--- config.mk ---
export PLATFORM = sky130hd
export DESIGN_NAME = rr_mux8_sched
export DESIGN_NICKNAME = d
export VERILOG_FILES = /design/src/rtl/rr_mux8_sched.sv
export SDC_FILE = /design/constraint.sdc
export NUM_CORES = 1
export LEC_CHECK = 0
export ABC_AREA = 1
export BUFFER_PORTS_ARGS = -buffer_cell sky130_fd_sc_hd__buf_2
export CAP_MARGIN = 20
export CORE_MARGIN = 1
export CORE_UTILIZATION = 40
export CTS_CLUSTER_SIZE = 25
export DETAILED_ROUTE_END_ITERATION = 8
export PLACE_DENSITY = 0.56
export SETUP_SLACK_MARGIN = 0.1
export SLEW_MARGIN = 20
export SYNTH_ARGS = -nofsm -noshare
export SYNTH_HDL_FRONTEND = slang
export SYNTH_SLANG_ARGS = --single-unit
--- constraint.sdc ---
create_clock -name clk -period 3 [get_ports clk]
set_input_delay 0.45 -clock clk [delete_from_list [all_inputs] [get_ports clk]]
set_output_delay 0.45 -clock clk [all_outputs]
set_load 0.005 [all_outputs]
--- src/rtl/rr_mux8_sched.sv ---
// rr_mux8_sched: round-robin burst scheduler driving the select/enable of a shared 8:1 mux
module rr_mux8_sched #(
  parameter int MAX_BEATS = 0,
  parameter int CNT_W     = 8
) (
  input  logic       clk,
  input  logic       reset_n,
  input  logic [7:0] req,
  input  logic [7:0] last,
  input  logic       dst_ready,
  output logic [2:0] mux_sel,
  output logic       mux_en,
  output logic [7:0] gnt,
  output logic       beat,
  output logic       abort
);
  typedef enum logic {IDLE, BUSY} state_t;
  state_t           state_q, state_d;
  logic [2:0]       sel_q, sel_d, ptr_q, ptr_d;
  logic             en_q, en_d, abort_q, abort_d;
  logic [CNT_W-1:0] cnt_q, cnt_d;
  logic [3:0]       idle_win, rel_win;
  logic             lim, rel;
  // {found, index} of the first set bit after p, wrapping so p itself is checked last
  function automatic logic [3:0] pick(input logic [7:0] r, input logic [2:0] p);
    logic [3:0] res;
    logic [2:0] idx;
    res = '0;
    for (int k = 1; k <= 8; k++) begin
      idx = p + 3'(k);
      if (!res[3] && r[idx]) res = {1'b1, idx};
    end
    return res;
  endfunction
  assign beat     = en_q & req[sel_q] & dst_ready;
  assign lim      = (MAX_BEATS != 0) && (cnt_q == CNT_W'(MAX_BEATS - 1));
  assign rel      = beat & (last[sel_q] | lim);
  assign idle_win = pick(req, ptr_q);
  assign rel_win  = pick(req & ~(8'd1 << sel_q), sel_q);
  always_comb begin
    state_d = state_q;
    sel_d   = sel_q;
    en_d    = en_q;
    cnt_d   = cnt_q;
    ptr_d   = ptr_q;
    abort_d = 1'b0;
    if (state_q == IDLE) begin
      if (idle_win[3]) begin
        state_d = BUSY;
        sel_d   = idle_win[2:0];
        en_d    = 1'b1;
        cnt_d   = '0;
      end
    end else if (rel) begin
      ptr_d   = sel_q;
      cnt_d   = '0;
      sel_d   = rel_win[3] ? rel_win[2:0] : sel_q;
      state_d = rel_win[3] ? BUSY : IDLE;
      en_d    = rel_win[3];
    end else if (!req[sel_q]) begin
      abort_d = 1'b1;
      ptr_d   = sel_q;
      state_d = IDLE;
      en_d    = 1'b0;
    end else if (beat) begin
      cnt_d = cnt_q + 1'b1;
    end
  end
  always_ff @(posedge clk or negedge reset_n) begin
    if (!reset_n) begin
      state_q <= IDLE;
      sel_q   <= '0;
      en_q    <= 1'b0;
      cnt_q   <= '0;
      ptr_q   <= 3'd7;
      abort_q <= 1'b0;
    end else begin
      state_q <= state_d;
      sel_q   <= sel_d;
      en_q    <= en_d;
      cnt_q   <= cnt_d;
      ptr_q   <= ptr_d;
      abort_q <= abort_d;
    end
  end
  assign mux_sel = sel_q;
  assign mux_en  = en_q;
  assign abort   = abort_q;
  assign gnt     = en_q ? (8'd1 << sel_q) : 8'd0;
endmodule

==> impl_metrics.env, run 1 <==
export IMPL_cts_max_level=1
export IMPL_ys_seq_elements=9
export IMPL_grt_pass1_wl_um=10800
export IMPL_diodes=0
export IMPL_via_count=2531
export IMPL_rows=25
export IMPL_status="finished, final reports clean"
export IMPL_grt_pass1_vias=2182
export IMPL_start_util=0.424
export IMPL_synth_nets=396
export IMPL_avgSynthCellArea_um2=5.59
export IMPL_rsz0062_at_grt="false"
export IMPL_slowest_stage="dfrtp_1"
export IMPL_viasPerCell=5.39
export IMPL_path_clk_slew_ps=50
export IMPL_insertion_delay_ps=230
export IMPL_drive_gt1_frac=0.201
export IMPL_ant_nets=0
export IMPL_critPathCaptureType="register"
export IMPL_cts_root_buf="clkbuf_8"
export IMPL_synth_cells=368
export IMPL_critPathMostFrequentCell="nand2_1"
export IMPL_slew_headroom=0.680
export IMPL_setup_violations=0
export IMPL_cp_max_fo=10
export IMPL_die_w_um=73.7
export IMPL_gp_congestion=0.875
export IMPL_wl_per_cell_um=14.1
export IMPL_antenna_found_initial=0
export IMPL_core_mm2=0.00485
export IMPL_worstSetupStartpointType="register"
export IMPL_grt_usage=0.262
export IMPL_ios=33
export IMPL_drv_slew=0
export IMPL_drc=0
export IMPL_path_class="reg2reg"
export IMPL_ys_warnings_count=0
export IMPL_dr_pass1_iters=5
export IMPL_portBuffers=32
export IMPL_synth_distinct_cells=33
export IMPL_finalClockSkew_ps=0.376
export IMPL_path_cells="inv_2 > ha_1 > inv_1 > nand3_1 > nand2_1 > nand2_1 > nand2_1 > nand2_1 > nor2_1 > nand3b_1 > nor2_1 > nor2_1 > nand3_1 > nand2_1 > nand2_1 > nand2_1 > nand2_1"
export IMPL_dieArea_mm2=0.00543
export IMPL_area_growth_syn_to_layout_pct=13.1
export IMPL_initialDrtViolationCount=285
export IMPL_period_share=0.884
export IMPL_fin_setup_tns_ps=0
export IMPL_cts_setup_buffers=0
export IMPL_syn_area_mm2=0.00206
export IMPL_hold_path_class="in2async"
export IMPL_grt_max_degree=16
export IMPL_crit_family="simple AND/OR/NAND/NOR gates"
export IMPL_clockBufferDepth=2
export IMPL_worstMarginPinSlew_ps=478
export IMPL_cts_tree="yes"
export IMPL_fp_dieH_um=73.7
export IMPL_post_dp_hpwl_um=5490
export IMPL_final_cell_mix="118 x nand2_1, 78 x nand3_1, 38 x nor2_1"
export IMPL_fillers=539
export IMPL_crit_buf_inv=2
export IMPL_cts_hold_buffers=0
export IMPL_max_cap_violations=0
export IMPL_ys_seq_area_frac=0.111
export IMPL_cts_buffers=3
export IMPL_clock_sinks=9
export IMPL_crit_arrival_ps=2830
export IMPL_finalWirelength_um=6640
export IMPL_max_stage_delay_ps=450
export IMPL_cp_required_ps=3170
export IMPL_max_freq_ghz=0.377
export IMPL_nNetsFinal=432
export IMPL_fin_crit_ps=2650
export IMPL_overflow=0
export IMPL_hold_viol_final=0
export IMPL_final_common_cell="nand2_1"
==> synthesized netlist by cell type <==
library cell	number	area (µm²)
a221oi_1	1	8.76
dfrtp_1	6	150
nor3_1	2	10.0
nor2_2	3	18.8
inv_2	7	26.3
and2_1	1	6.26
inv_1	32	120
o211ai_1	2	15.0
buf_6	3	33.8
inv_4	2	12.5
o22ai_1	1	6.26
o32ai_2	1	16.3
nand2_2	11	68.8
buf_4	5	37.5
nand3_1	78	390
a21oi_1	8	40.0
nor2_1	38	143
nand4_4	1	21.3
nand2_1	118	443
nor2_4	3	33.8
xor2_4	1	27.5
ha_1	9	113
o21ai_0	9	45.0
o21ai_1	3	15.0
nand4_2	1	12.5
nand3_2	3	30.0
o21bai_1	3	22.5
nand4_1	6	37.5
dfstp_2	3	78.8
nand3b_1	4	30.0
xnor2_4	1	27.5
a21oi_2	1	8.76
o31ai_1	1	7.51
==> repair_timing <==
action	4_1_cts	5_1_grt
setup endpoints to repair	0	3
endpoints found under the hold margin	0	0
gates resized for setup	0	1
==> cells by family (layout without fill, tap and decap cells) <==
kind of cell / count (synthesis) / count (layout) / synth area share
and+or+nand+nor: 269 / 269 / 0.605
AOI/OAI and AO/OA: 30 / 30 / 0.0900
buffers and inverters: 49 / 84 / 0.112
DFF: 9 / 9 / 0.111
xor gates and xnor gates: 2 / 2 / 0.0268
adders and majority gates: 9 / 9 / 0.0547
==> layout make-up <==
class                           instances  area, µm²  area share
Sequential cell                         9        229      0.0984
Clock buffer                            4       45.0      0.0194
Inverter                               41        159      0.0683
Tap cell                               67       83.8      0.0360
Multi-Input combinational cell        310       1600       0.687
Timing Repair Buffer                   39        213      0.0914
==> flip-flops by register name, indices dropped and copies added (netlist names) <==
register,flops
mux_sel,3
abort,1
mux_en,1
state_q,1
ptr_q,3
==> stage by stage <==
stage	utilization	area, µm²	hold slack [ps]	instances	setup WS, ps
after detailed placement	0.471	2280	315	466	318
after global routing	0.480	2330	67.9	470	113
after CTS	0.480	2330	62.7	470	302
final	0.480	2330	59.6	470	349
after global placement	0.471	2280	316	466	384
after floorplan	-	2060	154	368	462
==> path summary, 6_finish.rpt <==
path | from | endpoint | slack [ps] | cells past startpoint
worst max-delay path | mux_sel[1] | mux_sel[1] | 350 | 17
worst min-delay path | reset_n | mux_en | 60 | 1
worst max register to register | mux_sel[1] | mux_sel[1] | 350 | 17
worst min register to register | ptr_q[2] | ptr_q[2] | 620 | 2
max in group asynchronous | reset_n | ptr_q[0] | 2690 | 1
min in group clk | ptr_q[2] | ptr_q[2] | 620 | 2
==> per-layer routing <==
layer | share of wire | track usage | vias to the layer above
met2 | 0.39 | 0.374 | 107
met4 | 0.0045 | 0.0363 | 0
met5 | 0 | 0 | -
met3 | 0.087 | 0.0261 | 4
li1 | - | - | 1284
met1 | 0.52 | 0.423 | 1136
Power of run 1 is not shown: default switching activity piles up to over one toggle a cycle in this logic, so the estimate is an artifact.
==> inputs of run 2 (changes only) <==
--- a/config.mk
+++ b/config.mk
@@ -8,11 +8,13 @@
 export ABC_AREA = 1
 export BUFFER_PORTS_ARGS = -buffer_cell sky130_fd_sc_hd__buf_2
 export CAP_MARGIN = 20
+export CORE_ASPECT_RATIO = 1.75
 export CORE_MARGIN = 1
 export CORE_UTILIZATION = 40
 export CTS_CLUSTER_SIZE = 25
 export DETAILED_ROUTE_END_ITERATION = 8
 export PLACE_DENSITY = 0.56
+export REMOVE_ABC_BUFFERS = 1
 export SETUP_SLACK_MARGIN = 0.1
 export SLEW_MARGIN = 20
 export SYNTH_ARGS = -nofsm -noshare
==> run 2 against run 1 <==
Critical endpoint is now mux_sel[0]. Worst hold slack lost 0.56 ps. Utilization is 1.4 points lower. Flip-flop and latch count stayed put. Final cell count shrank 2.6%. Worst setup slack better by 48 ps. First-iteration DRC count decreased by 56%. Highest routed layer unchanged. Largest cell class unchanged. Via count is 1.4% lower. Clock skew is 2.5 ps higher. Register-to-register slack improved by 50 ps. Die area up 0.21%. Cell area shrank 0.38%.
==> impl_metrics.env, run 2 (synthesized netlist as in run 1, its figures left out) <==
export IMPL_cts_setup_buffers=0
export IMPL_portBuffers=32
export IMPL_clock_sinks=9
export IMPL_crit_family="simple AND/OR/NAND/NOR gates"
export IMPL_fin_setup_tns_ps=0
export IMPL_grt_max_degree=19
export IMPL_area_growth_syn_to_layout_pct=12.7
export IMPL_finalWirelength_um=6800
export IMPL_setup_ws_ps=398
export IMPL_reg2reg_to="mux_sel[0]"
export IMPL_antenna_found_initial=0
export IMPL_cts_root_buf="clkbuf_8"
export IMPL_place_area_mm2=0.00227
export IMPL_grt_pass1_vias=2515
export IMPL_drc=0
export IMPL_insertion_delay_ps=240
export IMPL_max_freq_ghz=0.384
export IMPL_final_cell_mix="118 x nand2_1, 78 x nand3_1, 38 x nor2_1"
export IMPL_r2r_setup_slack_ps=400
export IMPL_dr_pass1_iters=4
export IMPL_rr_worst_depth=16
export IMPL_cts_buffers=3
export IMPL_cts_hold_buffers=0
export IMPL_via_count=2495
export IMPL_status="finished, final reports clean"
export IMPL_core_mm2=0.00498
export IMPL_wl_per_cell_um=14.8
export IMPL_crit_buf_inv=2
export IMPL_period_share=0.867
export IMPL_cp_max_fo=10
export IMPL_viasPerCell=5.45
export IMPL_max_cap_violations=0
export IMPL_slew_headroom=0.639
export IMPL_regArea_um2=229
export IMPL_dp_slack_ps=337
export IMPL_path_cells="inv_2 > ha_1 > inv_2 > nand3_1 > nand3_2 > nand2_2 > nor2_2 > nand4_1 > nor2_4 > nand4_2 > nand2_1 > nand2_2 > nand2_2 > nor2_1 > nand2_1 > nand2_1"
export IMPL_rows=34
export IMPL_design_area_mm2=0.00232
export IMPL_hold_viol_final=0
export IMPL_path_clk_slew_ps=50
export IMPL_rsz0062_at_grt="false"
export IMPL_ant_nets=0
export IMPL_final_common_cell="nand2_1"
export IMPL_diodes=0
export IMPL_cts_max_level=1
export IMPL_worstSetupStartpointType="register"
export IMPL_critPathCaptureType="register"
export IMPL_nNetsFinal=433
export IMPL_rr_startpoint="ptr_q[0]"
export IMPL_ios=33
export IMPL_overflow=0
export IMPL_grt_pass1_wl_um=11400
export IMPL_fin_crit_ps=2600
export IMPL_path_class="reg2reg"
export IMPL_hold_path_class="in2async"
export IMPL_fin_util=0.466
export IMPL_start_util=0.413
export IMPL_dieArea_mm2=0.00544
export IMPL_initialDrtViolationCount=126
export IMPL_worstMarginPinSlew_ps=540
export IMPL_clockBufferDepth=2
export IMPL_grt_usage=0.263
export IMPL_setup_violations=0
export IMPL_finalClockSkew_ps=2.88
export IMPL_ctsResizeCount=0
export IMPL_post_dp_hpwl_um=5780
export IMPL_drv_slew=0
export IMPL_max_stage_delay_ps=530
export IMPL_slowest_stage="dfstp_2"
export IMPL_crit_arrival_ps=2720
export IMPL_fillers=569
export IMPL_fp_dieH_um=96.9
export IMPL_gp_congestion=1.02
export IMPL_cts_tree="yes"
export IMPL_cp_required_ps=3120
export IMPL_die_w_um=56.2
export IMPL_multiInputGateArea_mm2=0.00160
export IMPL_drive_gt1_frac=0.203
==> run 2: cell count changes in the layout (fill, tap and decap cells not counted), sizes merged <==
cell,before,now
buf,39,40
==> run 2: cell type report <==
class	instances	share of cell area
clock buffer	4	0.0194
inverter	41	0.0685
multi-input combinational	310	0.689
sequential	9	0.0988
tap	54	0.0291
timing repair buffer	40	0.0950
==> run 2: per-stage QoR <==
| stage | hold WS (ps) | cells |
|---|---|---|
| after detailed placement | 315 | 454 |
| after floorplan | 154 | 360 |
| after global routing | 74.5 | 458 |
| after CTS | 68.8 | 458 |
| after global placement | 312 | 454 |
| final | 59.0 | 458 |
==> run 2: how the worst max path moves through the flow <==
stage | from | slack (ps) | end | cells after the start
final | ptr_q[0] | 400 | mux_sel[0] | 16
after CTS | ptr_q[0] | 320 | mux_sel[0] | 16
after detailed placement | ptr_q[0] | 340 | mux_sel[0] | 16
after floorplan | mux_sel[0] | 460 | mux_sel[0] | 16
after global routing | ptr_q[0] | 120 | mux_sel[0] | 16
after global placement | ptr_q[0] | 420 | mux_sel[0] | 15
==> run 2: layer usage <==
layer  routed length (µm)  global-route usage  vias up
li1                     -                   -     1281
met1                 2540               0.260     1139
met2                 3640               0.505       46
met3                  121              0.0134       29
met4                  498               0.171        0
met5                    0                   0        -
Power of run 2 is left out for the same reason.
==> inputs of run 3 (changes only) <==
--- a/config.mk
+++ b/config.mk
@@ -8,12 +8,14 @@
 export ABC_AREA = 1
 export BUFFER_PORTS_ARGS = -buffer_cell sky130_fd_sc_hd__buf_2
 export CAP_MARGIN = 20
+export CELL_PAD_IN_SITES_DETAIL_PLACEMENT = 0
+export CELL_PAD_IN_SITES_GLOBAL_PLACEMENT = 1
 export CORE_ASPECT_RATIO = 1.75
 export CORE_MARGIN = 1
-export CORE_UTILIZATION = 40
+export CORE_UTILIZATION = 39
 export CTS_CLUSTER_SIZE = 25
 export DETAILED_ROUTE_END_ITERATION = 8
-export PLACE_DENSITY = 0.56
+export PLACE_DENSITY = 0.78
 export REMOVE_ABC_BUFFERS = 1
 export SETUP_SLACK_MARGIN = 0.1
 export SLEW_MARGIN = 20
==> run 3 against run 2 <==
The flow now finishes with violations (design-rule violations). Clock skew increased by 0.72 ps. Global-route usage decreased by 1.2 points. Critical path depth stayed put. Worst setup slack got worse by 130 ps. Non-clock buffer count shrank 1. Maximum frequency is 4.6% lower. Register-to-register slack got worse by 130 ps. Routed wire length increased by 0.38%. Critical endpoint unchanged. Largest cell class unchanged.
==> impl_metrics.env, run 3 (synthesized netlist as in run 1, its figures left out) <==
export IMPL_max_freq_ghz=0.367
export IMPL_rows=34
export IMPL_post_dp_hpwl_um=5790
export IMPL_worstSetupStartpointType="register"
export IMPL_path_clk_slew_ps=50
export IMPL_place_area_mm2=0.00227
export IMPL_wl_per_cell_um=14.9
export IMPL_nNetsFinal=432
export IMPL_cp_max_fo=10
export IMPL_finalClockSkew_ps=3.59
export IMPL_crit_arrival_ps=2840
export IMPL_multiInputGateArea_mm2=0.00160
export IMPL_rsz0062_at_grt="false"
export IMPL_hold_viol_final=0
export IMPL_ctsResizeCount=0
export IMPL_rr_startpoint="ptr_q[0]"
export IMPL_start_util=0.410
export IMPL_antenna_found_initial=0
export IMPL_cts_hold_buffers=0
export IMPL_reg2reg_to="mux_sel[0]"
export IMPL_grt_pass1_vias=2386
export IMPL_regArea_um2=229
export IMPL_grt_pass1_wl_um=10900
export IMPL_grtUsageMet2=0.523
export IMPL_finalWirelength_um=6830
export IMPL_fp_dieH_um=98.1
export IMPL_drc=4
export IMPL_rr_worst_depth=16
export IMPL_use_met1=0.233
export IMPL_area_growth_syn_to_layout_pct=12.3
export IMPL_cts_max_level=1
export IMPL_dr_pass1_iters=6
export IMPL_max_cap_violations=0
export IMPL_initialDrtViolationCount=111
export IMPL_slowest_stage="dfstp_2"
export IMPL_crit_family="simple AND/OR/NAND/NOR gates"
export IMPL_ant_nets=0
export IMPL_slew_headroom=0.665
export IMPL_max_stage_delay_ps=530
export IMPL_final_cell_mix="118 x nand2_1, 78 x nand3_1, 38 x nor2_1"
export IMPL_status="finished with violations"
export IMPL_period_share=0.909
export IMPL_grt_usage=0.251
export IMPL_crit_buf_inv=2
export IMPL_grt_busiest_layer="met2"
export IMPL_design_area_mm2=0.00231
export IMPL_insertion_delay_ps=230
export IMPL_cts_setup_buffers=0
export IMPL_drv_slew=0
export IMPL_clock_sinks=9
export IMPL_hold_path_class="in2async"
export IMPL_violations="design-rule violations"
export IMPL_r2r_setup_slack_ps=270
export IMPL_cp_required_ps=3110
export IMPL_gp_congestion=0.936
export IMPL_path_class="reg2reg"
export IMPL_drive_gt1_frac=0.199
export IMPL_cts_tree="yes"
export IMPL_dieArea_mm2=0.00558
export IMPL_overflow=0
export IMPL_dp_cells=453
export IMPL_met3_usage=0.0106
export IMPL_fillers=590
export IMPL_fin_util=0.460
export IMPL_viasPerCell=5.43
export IMPL_portBuffers=32
export IMPL_cts_root_buf="clkbuf_8"
export IMPL_core_mm2=0.00502
export IMPL_cts_buffers=3
export IMPL_path_cells="inv_2 > ha_1 > inv_1 > nand3_1 > nand3_2 > nand2_2 > nor2_2 > nand4_1 > nor2_4 > nand4_2 > nand2_1 > nand2_2 > nand2_2 > nor2_1 > nand2_1 > nand2_1"
export IMPL_die_w_um=56.9
export IMPL_grt_max_degree=19
export IMPL_worstMarginPinSlew_ps=501
export IMPL_final_cells=457
export IMPL_critPathCaptureType="register"
export IMPL_setup_violations=0
export IMPL_fin_setup_tns_ps=0
export IMPL_diodes=0
export IMPL_clockBufferDepth=2
export IMPL_final_common_cell="nand2_1"
export IMPL_fin_crit_ps=2730
export IMPL_via_count=2483
export IMPL_ios=33
[run 3: cell count changes in the layout (fill, tap and decap cells not counted)]
| cell | previous run | this run |
|---|---|---|
| inv_1 | 31 | 32 |
| inv_2 | 8 | 7 |
| buf_4 | 8 | 7 |
[run 3: layer usage]
layer | vias to the layer above | wire length [µm]
li1 | 1276 | -
met1 | 1147 | 2470
met2 | 44 | 3960
met3 | 16 | 101
met4 | 0 | 294
met5 | - | 0
[run 3: worst max-delay path by stage]
stage	startpoint	endpoint	slack, ps	depth (start not counted)
floorplan	mux_sel[0]	mux_sel[0]	460	16
global placement	mux_sel[1]	mux_sel[0]	420	16
detailed placement	ptr_q[0]	mux_sel[0]	330	16
CTS	ptr_q[0]	mux_sel[0]	310	16
global route	ptr_q[0]	mux_sel[0]	110	16
finish	ptr_q[0]	mux_sel[0]	270	16
[run 3: area by class of cell]
type,instances,share of cell area
Sequential cell,9,0.0991
Timing Repair Buffer,39,0.0920
Clock buffer,4,0.0195
Inverter,41,0.0688
Tap cell,54,0.0292
Multi-Input combinational cell,310,0.691
[run 3: metrics by stage]
| stage | setup WS [ps] | hold slack [ps] |
|---|---|---|
| floorplan | 463 | 154 |
| global placement | 420 | 308 |
| detailed placement | 330 | 310 |
| CTS | 311 | 67.5 |
| global route | 108 | 74.7 |
| finish | 272 | 59.1 |
[run 3: worst reg2reg max path: stages, from the launching register on]
cell	delay, ps
dfstp_2	530
inv_2	80
ha_1	370
inv_1	230
nand3_1	170
nand3_2	110
nand2_2	90
nor2_2	150
nand4_1	150
nor2_4	190
nand4_2	110
nand2_1	110
nand2_2	80
nand2_2	80
nor2_1	40
nand2_1	60
nand2_1	50
Power of run 3 is left out for the same reason.
